`src/rtl/instruction_fetch_unit_if.sv`:
```
// Fetch-unit bus bundle: instruction-memory request/acknowledge channel and
// the decoder-facing instruction valid/ready channel.
// master = fetch unit side, slave = memory + decoder side.
interface instruction_fetch_unit_if #(
    parameter int ADDR_W  = 8,
    parameter int INSTR_W = 16
);
    logic               mem_req;
    logic [ADDR_W-1:0]  mem_addr;
    logic               mem_ack;
    logic [INSTR_W-1:0] mem_rdata;
    logic [3:0]         OpCode;
    logic [INSTR_W-5:0] Operand;
    logic               instr_valid;
    logic               instr_ready;

    modport master (
        output mem_req,
        output mem_addr,
        input  mem_ack,
        input  mem_rdata,
        output OpCode,
        output Operand,
        output instr_valid,
        input  instr_ready
    );

    modport slave (
        input  mem_req,
        input  mem_addr,
        output mem_ack,
        output mem_rdata,
        input  OpCode,
        input  Operand,
        input  instr_valid,
        output instr_ready
    );
endinterface

```
`src/rtl/instruction_fetch_unit.sv`:
```
// Instruction fetch unit: holds the PC, fetches words from instruction memory
// over a req/ack handshake, latches them into the instruction register and
// presents opcode/operand to the decoder with a valid/ready handshake.
// Handles branch redirects and halt.
// Optional feature: define FETCH_TIMEOUT_EN to enable the memory-ack timeout,
// which raises a sticky fault and parks the unit in FAULT until reset.
module instruction_fetch_unit #(
    parameter int ADDR_W      = 8,
    parameter int INSTR_W     = 16,
    parameter int TIMEOUT_CYC = 15
) (
    input  logic                   clk,
    input  logic                   rst,
    instruction_fetch_unit_if.master bus,
    input  logic                   branch_en,
    input  logic [ADDR_W-1:0]      branch_target,
    input  logic                   halt,
    output logic [ADDR_W-1:0]      pc_out,
    output logic                   fault
);

    localparam logic [1:0] ST_IDLE  = 2'd0;
    localparam logic [1:0] ST_REQ   = 2'd1;
    localparam logic [1:0] ST_VALID = 2'd2;
`ifdef FETCH_TIMEOUT_EN
    localparam logic [1:0] ST_FAULT = 2'd3;
`endif

    logic [1:0]         state;
    logic [ADDR_W-1:0]  pc;
    logic [INSTR_W-1:0] ir;
    logic [ADDR_W-1:0]  ir_pc;

`ifdef FETCH_TIMEOUT_EN
    localparam int CNT_RAW = $clog2(TIMEOUT_CYC + 1);
    localparam int CNT_W   = (CNT_RAW < 4) ? 4 : CNT_RAW;

    logic [CNT_W-1:0] wait_cnt;
    logic             fault_q;
    logic             timeout_hit;

    // The next unacknowledged REQ cycle is the one that exhausts the budget.
    assign timeout_hit = (wait_cnt == CNT_W'(TIMEOUT_CYC - 1));
`endif

    // Fetch sequencing: PC, instruction register and control state.
    always_ff @(posedge clk) begin
        if (rst) begin
            state <= ST_IDLE;
            pc    <= '0;
            ir    <= '0;
            ir_pc <= '0;
        end else begin
            case (state)
                ST_IDLE: begin
                    if (branch_en) begin
                        pc <= branch_target;
                    end
                    if (!halt) begin
                        state <= ST_REQ;
                    end
                end
                ST_REQ: begin
                    // A branch restarts the request; a word acked in the
                    // same cycle belongs to the old path and is dropped.
                    if (branch_en) begin
                        pc <= branch_target;
                    end else if (bus.mem_ack) begin
                        ir    <= bus.mem_rdata;
                        ir_pc <= pc;
                        pc    <= pc + ADDR_W'(1);
                        state <= ST_VALID;
`ifdef FETCH_TIMEOUT_EN
                    end else if (timeout_hit) begin
                        // FAULT presents reset values on every output but fault.
                        pc    <= '0;
                        ir    <= '0;
                        ir_pc <= '0;
                        state <= ST_FAULT;
`endif
                    end
                end
                ST_VALID: begin
                    // Branch flushes the presented word; with ready it still
                    // counts as accepted, and the target beats PC+1.
                    if (branch_en || bus.instr_ready) begin
                        if (branch_en) begin
                            pc <= branch_target;
                        end
                        state <= halt ? ST_IDLE : ST_REQ;
                    end
                end
`ifdef FETCH_TIMEOUT_EN
                ST_FAULT: begin
                    state <= ST_FAULT;
                end
`endif
                default: begin
                    state <= ST_IDLE;
                end
            endcase
        end
    end

`ifdef FETCH_TIMEOUT_EN
    // Wait counter for the outstanding request and the sticky fault flag.
    always_ff @(posedge clk) begin
        if (rst) begin
            wait_cnt <= '0;
            fault_q  <= 1'b0;
        end else begin
            if (state != ST_REQ || branch_en || bus.mem_ack) begin
                wait_cnt <= '0;
            end else if (!timeout_hit) begin
                wait_cnt <= wait_cnt + CNT_W'(1);
            end
            if (state == ST_REQ && !branch_en && !bus.mem_ack && timeout_hit) begin
                fault_q <= 1'b1;
            end
        end
    end

    assign fault = fault_q;
`else
    logic unused_timeout;
    assign unused_timeout = (TIMEOUT_CYC == 0);
    assign fault          = 1'b0;
`endif

    assign bus.mem_req     = (state == ST_REQ);
    assign bus.mem_addr    = (state == ST_REQ) ? pc : '0;
    assign bus.instr_valid = (state == ST_VALID);
    assign bus.OpCode      = ir[INSTR_W-1 -: 4];
    assign bus.Operand     = ir[INSTR_W-5:0];
    assign pc_out          = ir_pc;

endmodule

```
`src/flat_wrapper.sv`:
```
// flat-port wrapper written by rule: the top's interface ports become plain ports
module instruction_fetch_unit_flat 
#(
    parameter int ADDR_W      = 8,
    parameter int INSTR_W     = 16,
    parameter int TIMEOUT_CYC = 15
)
  (clk, rst, branch_en, branch_target, halt, pc_out, fault, bus_mem_req, bus_mem_addr, bus_mem_ack, bus_mem_rdata, bus_OpCode, bus_Operand, bus_instr_valid, bus_instr_ready);
  instruction_fetch_unit_if #(.ADDR_W(ADDR_W), .INSTR_W(INSTR_W)) bus_i ();
  input  logic clk;
  input  logic rst;
  input  logic branch_en;
  input  logic [ADDR_W-1:0] branch_target;
  input  logic halt;
  output logic [ADDR_W-1:0] pc_out;
  output logic fault;
  output wire logic [$bits(bus_i.mem_req)-1:0] bus_mem_req;
  output wire logic [$bits(bus_i.mem_addr)-1:0] bus_mem_addr;
  input wire logic [$bits(bus_i.mem_ack)-1:0] bus_mem_ack;
  input wire logic [$bits(bus_i.mem_rdata)-1:0] bus_mem_rdata;
  output wire logic [$bits(bus_i.OpCode)-1:0] bus_OpCode;
  output wire logic [$bits(bus_i.Operand)-1:0] bus_Operand;
  output wire logic [$bits(bus_i.instr_valid)-1:0] bus_instr_valid;
  input wire logic [$bits(bus_i.instr_ready)-1:0] bus_instr_ready;
  assign bus_mem_req = bus_i.mem_req;
  assign bus_mem_addr = bus_i.mem_addr;
  assign bus_i.mem_ack = bus_mem_ack;
  assign bus_i.mem_rdata = bus_mem_rdata;
  assign bus_OpCode = bus_i.OpCode;
  assign bus_Operand = bus_i.Operand;
  assign bus_instr_valid = bus_i.instr_valid;
  assign bus_i.instr_ready = bus_instr_ready;
  instruction_fetch_unit #(.ADDR_W(ADDR_W), .INSTR_W(INSTR_W), .TIMEOUT_CYC(TIMEOUT_CYC)) u_core (.clk(clk), .rst(rst), .bus(bus_i), .branch_en(branch_en), .branch_target(branch_target), .halt(halt), .pc_out(pc_out), .fault(fault));
endmodule
```
`config.mk`:
```
export PLATFORM = sky130hd
export DESIGN_NAME = instruction_fetch_unit_flat
export DESIGN_NICKNAME = d
export VERILOG_FILES = /design/src/rtl/instruction_fetch_unit_if.sv /design/src/rtl/instruction_fetch_unit.sv /design/src/flat_wrapper.sv
export SDC_FILE = /design/constraint.sdc
export NUM_CORES = 1
export LEC_CHECK = 0
export ABC_AREA = 0
export CAP_MARGIN = 15
export CORE_ASPECT_RATIO = 0.6
export CORE_UTILIZATION = 35
export CTS_BUF_LIST = sky130_fd_sc_hd__clkbuf_4 sky130_fd_sc_hd__clkbuf_8
export CTS_CLUSTER_DIAMETER = 120
export DETAILED_ROUTE_END_ITERATION = 10
export PLACE_DENSITY_LB_ADDON = 0.12
export SYNTH_ARGS = -nofsm -noshare
export SYNTH_HDL_FRONTEND = slang
export SYNTH_SLANG_ARGS = --single-unit
```
`constraint.sdc`:
```
create_clock -name clk -period 1.4 [get_ports clk]
set_input_delay 0.21 -clock clk [delete_from_list [all_inputs] [get_ports clk]]
set_output_delay 0.21 -clock clk [all_outputs]
set_load 0.01 [all_outputs]
```
==> impl_metrics.py <==
metrics = {
    "synth": {
        "synthesis.nets": 228,
        "ys_warn_count": 0,
        "synth.ff_latch_count": 34,
        "syn_inst": 197,
        "synth.distinct_cells": 36,
        "seq_area_frac_synth_pct": 45.4,
        "syn_area_mm2": 0.00150,
        "syn_area_per_cell_um2": 7.61,
    },
    "routing": {
        "dr.pass1.iters": 4,
        "drc_errors": 0,
        "wl_per_cell_um": 13.4,
        "viasPerCell": 4.86,
        "vias": 1682,
        "drt-total-wl_um": 4650,
        "antenna_left": 0,
        "drt_iter0_markers": 63,
    },
    "worst_setup_path": {
        "arrival_ns": 1.63,
        "reg2regPathDepth": 7,
        "worstPathRequired_ns": 1.62,
        "start_kind": "flip-flop",
        "endpoint_kind": "flip-flop",
        "worstSetupPathType": "reg2reg",
        "path_max_fanout": 12,
        "r2r_slack_ns": -0.01,
    },
    "timing": {
        "setup_viol": 3,
        "maxSlewViolCount": 0,
        "fmax_mhz": 709,
        "finalCriticalPeriod_ns": 1.41,
        "setup_ws_ns": -0.00972,
        "period_share_pct": 101,
        "hold_viol_final": 0,
        "fin_worst_skew_ns": 0.00439,
        "holdWs_ns": 0.371,
        "rsz0062_at_grt": "yes",
    },
    "clock_tree": {
        "hold_buffers": 0,
        "cts_tree": "yes",
        "clk_latency_ns": 0.29,
        "cts_buffers": 5,
        "cts-root-buf": "clkbuf_8",
        "clockBufferDepth": 2,
        "ctsHtreeMaxLevel": 2,
        "cts.clk_slew.worst_paths_ns": 0.07,
        "clock-sinks": 34,
    },
    "place": {
        "io_buffer_count": 63,
        "place_area_mm2": 0.00236,
        "hpwl_um": 2990,
        "place_ws_ns": -0.405,
        "finalWeightedCongestion": 0.823,
    },
    "power_and_ir_drop": {
        "ir_drop_v": 0.000501,
        "powerDensity_mw_per_mm2": 838,
        "p_total_uw": 2200,
        "total_leakage_power_uw": 0.00125,
    },
    "grt": {
        "grt.overflow.total": 0,
        "antenna_found_initial": 0,
        "grt_max_degree": 25,
        "grt_pass1_wl_um": 6740,
        "grt_pass1_vias": 1388,
        "grt_util_all_layers_pct": 19.9,
    },
    "floorplan": {
        "rows": 18,
        "die_x_um": 86.5,
        "start_util_pct": 36.6,
        "core-area_mm2": 0.00410,
        "die_h_um": 52.7,
        "dieArea_mm2": 0.00456,
        "ios": 65,
    },
    "job": {
        "cap_viol_max_count": 0,
    },
    "layout": {
        "diodes": 0,
        "fillers": 385,
        "nets": 318,
        "area_delta_synth_final_pct": 75.2,
        "drive_gt1_share_pct": 26.6,
        "design_area_mm2": 0.00263,
    },
    "worst_hold_path": {
        "holdCritPathClass": "in2reg",
        "hold_path_depth": 3,
    },
    "outcome": {
        "status": "finished with violations",
        "violations": "negative setup slack",
    },
}
==> cell type report <==
type	instances	area (um2)	area share, %
timing repair buffer	96	956	36.4
multi-input combinational	144	802	30.5
clock buffer	6	82.6	3.14
tap	60	75.1	2.86
sequential	34	688	26.2
inverter	6	22.5	0.858
==> routing by layer <==
| metal | track usage, % | wire, um |
|---|---|---|
| met5 | 0 | 0 |
| met4 | 9.17 | 68 |
| met3 | 7.09 | 318 |
| met2 | 27.6 | 2050 |
| met1 | 27.3 | 2210 |
==> repair_timing <==
action | 4_1_cts | 5_1_grt
endpoints found under the hold margin | 0 | 0
setup buffers | 3 | 1
pin swaps | 2 | 5
endpoints found under the setup margin | 42 | 49
resized for setup | 48 | 44
gates cloned | 1 | 1
==> flip-flops by register name (all words and copies together), names as in the netlist <==
register,count
u_core.state,2
u_core.pc,8
u_core.pc_out,8
u_core.ir,16
==> path summary, 6_finish.rpt <==
check,start,end
max,u_core.state[1]$_SDFFE_PP0P_,u_core.pc_out[0]$_SDFFE_PP0P_
min reg2reg,u_core.pc_out[6]$_SDFFE_PP0P_,u_core.pc_out[6]$_SDFFE_PP0P_
max reg2reg,u_core.state[1]$_SDFFE_PP0P_,u_core.pc_out[0]$_SDFFE_PP0P_
min,branch_en,u_core.state[1]$_SDFFE_PP0P_
==> cell usage after synthesis <==
| library cell | count | area, um2 |
|---|---|---|
| and2_0 | 2 | 12.5 |
| o21ai_2 | 1 | 8.76 |
| buf_4 | 2 | 15.0 |
| conb_1 | 1 | 3.75 |
| a211o_1 | 1 | 8.76 |
| dfxtp_1 | 34 | 681 |
| or3b_1 | 1 | 8.76 |
| a32oi_1 | 1 | 8.76 |
| buf_6 | 2 | 22.5 |
| and2b_1 | 1 | 7.51 |
| a21o_1 | 1 | 7.51 |
| nor3_1 | 7 | 35.0 |
| and2_1 | 4 | 25.0 |
| a21oi_1 | 35 | 175 |
| nand4_1 | 1 | 6.26 |
| nand3_1 | 4 | 20.0 |
| o31a_1 | 1 | 8.76 |
| nor2_1 | 6 | 22.5 |
| nand2_1 | 56 | 210 |
| o41a_1 | 1 | 11.3 |
| nor3b_2 | 1 | 12.5 |
| clkbuf_1 | 7 | 26.3 |
| a31oi_1 | 1 | 6.26 |
| o21ai_0 | 7 | 35.0 |
| nor2b_1 | 1 | 6.26 |
| o32ai_1 | 2 | 17.5 |
| nor3b_1 | 1 | 7.51 |
| ha_1 | 1 | 12.5 |
| a311oi_1 | 1 | 8.76 |
| and4_1 | 1 | 8.76 |
| inv_1 | 6 | 22.5 |
| nand2b_1 | 1 | 6.26 |
| a211oi_1 | 1 | 7.51 |
| buf_2 | 2 | 10.0 |
| or2_2 | 1 | 6.26 |
| or3_1 | 1 | 6.26 |
==> through the flow <==
stage	utilization, %	setup TNS (ns)	std cells
final	64.1	-0.0150	346
after global routing	64.1	-1.81	346
after CTS	60.5	0	344
after detailed placement	57.7	-10.95	334
after global placement	57.7	-10.49	334
after floorplan	-	0	197
==> critical path, cell delays in order, from the launching register on <==
cell,delay (ns)
dfxtp_4,0.36
buf_6,0.13
nor3b_4,0.22
buf_6,0.13
and2_4,0.17
buf_12,0.13
nand2_1,0.07
a21oi_2,0.13
==> placed cells by master, fill, tap and decap left out, types with 3 or more instances in the layout <==
cell type,n
a21oi_1,26
a21oi_2,9
and2_1,3
buf_2,8
buf_4,22
buf_6,8
clkbuf_8,6
clkdlybuf4s50_1,37
dfxtp_1,30
dfxtp_2,3
dlymetal6s2s_1,14
inv_1,5
nand2_1,54
nand3_1,4
nor2_1,5
nor3_1,5
o21ai_0,5
==> cells by family after synthesis <==
logic type | share of synthesized area, %
and+or+nand+nor | 26.8
DFF | 45.4
AOI/OAI and AO/OA | 20.3
adders and majority gates | 0.835
buffers and inverters | 6.43
other | 0.250
==> where the power goes <==
group / internal [uW] / switching (uW)
combinational: 246 / 193
sequential: 1010 / 27.9
clock: 379 / 351
(Power assumes the default switching activity.)
==> RTL edit 1, RTL diff (same flow settings) <==
Build with the macro `FETCH_TIMEOUT_EN` defined.
--- a/src/rtl/instruction_fetch_unit.sv
+++ b/src/rtl/instruction_fetch_unit.sv
@@ -4,6 +4,8 @@
 // Handles branch redirects and halt.
 // Optional feature: define FETCH_TIMEOUT_EN to enable the memory-ack timeout,
 // which raises a sticky fault and parks the unit in FAULT until reset.
+`define FETCH_TIMEOUT_EN
+
 module instruction_fetch_unit #(
     parameter int ADDR_W      = 8,
     parameter int INSTR_W     = 16,
Check against the original RTL: no difference found for any inputs over 10 cycles, from zero or initial values and one cycle with rst high; that may be too few to reach the edited logic, so the function may still have changed.
==> RTL edit 1 against the unedited design <==
The run still ends with setup timing left. Final area rose by 17%. Sequential power rose by 16%. Worst hold slack improved by 7.3 ps. Worst setup slack got worse by 98 ps. Highest routed layer unchanged. Sequential share of layout area fell by 0.65 points. Non-clock buffer count rose by 9. Final cell count rose by 2.3%. Wire length rose by 8.3%. Clock skew rose by 4.8 ps. Power rose by 23%. Synthesized area rose by 15%. Sequential cell count rose by 5.
==> RTL edit 1: results <==
status:
  status: "finished with violations"
  violations: "setup timing"
layout:
  seq-cell-share: 0.2555
  fill_cells: 398
  multi_input_area_um2: 1067
  final_cells: 354
  drive_gt1_frac: 0.3677
  n_all_buffers: 105
  multi_input_cells: 136
clock_network:
  postCtsSetupBuffers: 6
  ctsResizeCount: 77
yosys:
  ys_seq_area_frac: 0.4525
  yosys-top-cells-area: "dfxtp_1, a22oi_1, nor2_1"
  synth_commonest_cells: "nor2_1, dfxtp_1, a22oi_1"
  synth_fp_nets: 223
  yosysUniqueCellTypes: 37
power:
  peakVddDrop_mv: 1.014
  seq_power_uw: 1190
  pwr-share-clk: 0.362
  p_int_uw: 2039
  p_leak_uw: 0.001477
  switching_share: 0.2470
sta:
  setup_slack_ps: -107.4
  setup_viol_count_final: 42
  hold-worst-slack_ps: 378.3
setup_path:
  crit_start: "u_core.state[0]$_SDFFE_PP0P_"
  r2r_end: "u_core.wait_cnt[1]$_SDFFE_PP0N_"
  critPathMaxFanout: 5
  crit_arrival_ps: 1720
placement:
  hpwl_um: 3562
  place_congestion: 0.8046
  dp.cells: 340
  place_ws_ps: -405.0
hold_path:
  hold_path_depth: 4
global_routing:
  grt_start_max_net_pins: 18
  grt.total_usage: 0.2079
drt:
  drt_iter0_markers: 57
  wl_met2_um: 2165
  wl_met1_um: 2553
  wl_met3_um: 276
  vias: 1744
  wirelength_um: 5034
-- RTL edit 1: metal layers --
layer  vias up  global-route usage
met2        47              0.3122
met3         4             0.05556
met1       814              0.2979
met4         0             0.04615
li1        879                   -
met5         -                   0
-- RTL edit 1: cells by family (layout without fill, tap and decap cells) --
logic type | count (synthesis) | after routing | synth area share
AND/OR/NAND/NOR | 77 | 77 | 0.2226
multiplexers | 2 | 2 | 0.01160
adder cells (fa/ha/maj) | 3 | 3 | 0.02176
XOR/XNOR | 3 | 3 | 0.01523
flip-flops | 39 | 39 | 0.4525
AO/OA/AOI/OAI | 51 | 51 | 0.2342
buffers and inverters | 15 | 116 | 0.04205
-- RTL edit 1: worst max-delay path, cell delays in order (launching register included) --
cell and delay, ps:
dfxtp_2 340, buf_6 100, or3b_4 390, or3_4 400
a211oi_2 200
==> RTL edit 2, RTL diff (same settings) <==
Made on the original files. Add an input register stage for `branch_target`, without a reset; this delays it by one clock. The other inputs are not delayed to match.
--- a/src/rtl/instruction_fetch_unit.sv
+++ b/src/rtl/instruction_fetch_unit.sv
@@ -22,6 +22,12 @@
     localparam logic [1:0] ST_IDLE  = 2'd0;
     localparam logic [1:0] ST_REQ   = 2'd1;
     localparam logic [1:0] ST_VALID = 2'd2;
+
+    logic [ADDR_W-1:0] branch_target_q;
+
+    always_ff @(posedge clk) begin
+        branch_target_q <= branch_target;
+    end
 `ifdef FETCH_TIMEOUT_EN
     localparam logic [1:0] ST_FAULT = 2'd3;
 `endif
@@ -54,7 +60,7 @@
             case (state)
                 ST_IDLE: begin
                     if (branch_en) begin
-                        pc <= branch_target;
+                        pc <= branch_target_q;
                     end
                     if (!halt) begin
                         state <= ST_REQ;
@@ -64,7 +70,7 @@
                     // A branch restarts the request; a word acked in the
                     // same cycle belongs to the old path and is dropped.
                     if (branch_en) begin
-                        pc <= branch_target;
+                        pc <= branch_target_q;
                     end else if (bus.mem_ack) begin
                         ir    <= bus.mem_rdata;
                         ir_pc <= pc;
@@ -85,7 +91,7 @@
                     // counts as accepted, and the target beats PC+1.
                     if (branch_en || bus.instr_ready) begin
                         if (branch_en) begin
-                            pc <= branch_target;
+                            pc <= branch_target_q;
                         end
                         state <= halt ? ST_IDLE : ST_REQ;
                     end
Behaviour: not the same (a bounded check fails within 4 cycles, from zero or initial values and one cycle with rst high).
==> RTL edit 2 against the unedited design <==
The run still ends with setup timing left. Sequential power rose by 24%. Clock skew grew 1.3 ps. Sequential cell count rose by 8. Synthesized area grew 13%. Via count grew 1.7%. Worst hold slack got worse by 7.7 ps. Worst setup slack worse by 88 ps. Fmax is 5.9% lower. Final area is 9.5% higher. Wire length is 1.4% higher. Synthesized cell count rose by 4.1%. Final cell count grew 3.8%. Power is 16% higher. Largest power group unchanged.
==> RTL edit 2: results <==
status:
  status: "finished with violations"
  violations: "setup timing"
layout:
  fill_cells: 414
  multi_input_cells: 147
  drive_gt1_frac: 0.2973
  inverters_excl_clock: 3
  multi_input_area_share: 0.3138
  clock_area_frac: 0.03307
  fin_nets: 326
  final-seq-area_um2: 847.1
  bufAreaShareNonClock: 0.3272
  fin_area_um2: 2875
global_routing:
  met3_usage: 0.06557
  first_global_vias: 1544
  use_met2: 0.2495
  grt_start_max_net_pins: 32
  grt.total_usage: 0.1810
  grt_pass1_wl_um: 7251
  grt_use_met1: 0.2645
power:
  switching_share: 0.2530
  peakVddDrop_mv: 0.4548
  p_leak_uw: 0.001483
yosys:
  avgSynthCellArea_um2: 8.295
  yosysUniqueCellTypes: 35
  synth_commonest_cells: "nand2_1, dfxtp_1, a21oi_1"
  ys_ff_latch: 42
  synth_fp_nets: 236
  ys_seq_area_frac: 0.4945
  yosys-top-cells-area: "dfxtp_1, nand2_1, a21oi_1"
drt:
  viasPerCell: 4.766
  drt_iter0_markers: 73
  wl_met3_um: 309
  wl_met2_um: 2032
  wl_met1_um: 2355
  wirelength_um: 4714
  wl_per_cell_um: 13.13
placement:
  dp.cells: 342
  place_ws_ps: -495.3
  place_area_um2: 2532
  place_congestion: 0.7338
setup_path:
  cp_top_family: "buffers and inverters"
  r2r_end: "u_core.pc[2]$_SDFFE_PP0P_"
  cp_slowest_cell: "dfxtp_2"
  critPathMaxFanout: 6
  r2r-start: "u_core.state[0]$_SDFFE_PP0P_"
  slowest_delay_ps: 340
sta:
  setup_viol_count_final: 31
  tns_ps: -1319
  fin_skew_ps: 5.733
  hold-worst-slack_ps: 363.2
  setup_slack_ps: -97.71
hold_path:
  hold_start: "branch_target[7]"
  hold_path_end: "u_core.branch_target_q[7]$_DFF_P_"
  hold_path_depth: 1
==> RTL edit 2: changes by cell type after synthesis, sizes merged, moves of 2 or more <==
cell	unedited run	this run
clkbuf	7	5
nor3	7	4
buf	6	9
and3	0	2
and2	6	10
inv	6	3
dfxtp	34	42
==> RTL edit 2: repair_timing <==
item	4_1_cts	5_1_grt
gates resized for setup	56	59
hold buffers	0	0
setup buffers	5	2
pin swaps	7	14
endpoints found under the hold margin	0	0
setup endpoints to repair	44	60
gates cloned	1	1
==> RTL edit 2: cells by family (layout without fill, tap and decap cells) <==
family,count (synthesis),after routing,synth area share
and+or+nand+nor,90,91,0.2509
muxes,1,1,0.006622
other,1,1,0.002205
adders and majority gates,1,1,0.007357
buffers and inverters,17,107,0.05739
AOI/OAI and AO/OA,53,53,0.1810
DFF,42,42,0.4945
==> RTL edit 2: power by group through the flow <==
stage,clock [uW],combinational (uW),sequential [uW]
final,804,463,1280
after global routing,898,501,1290
after CTS,830,420,1280
after detailed placement,0,395,1310
after global placement,0,392,1310
after floorplan,0,164,1310
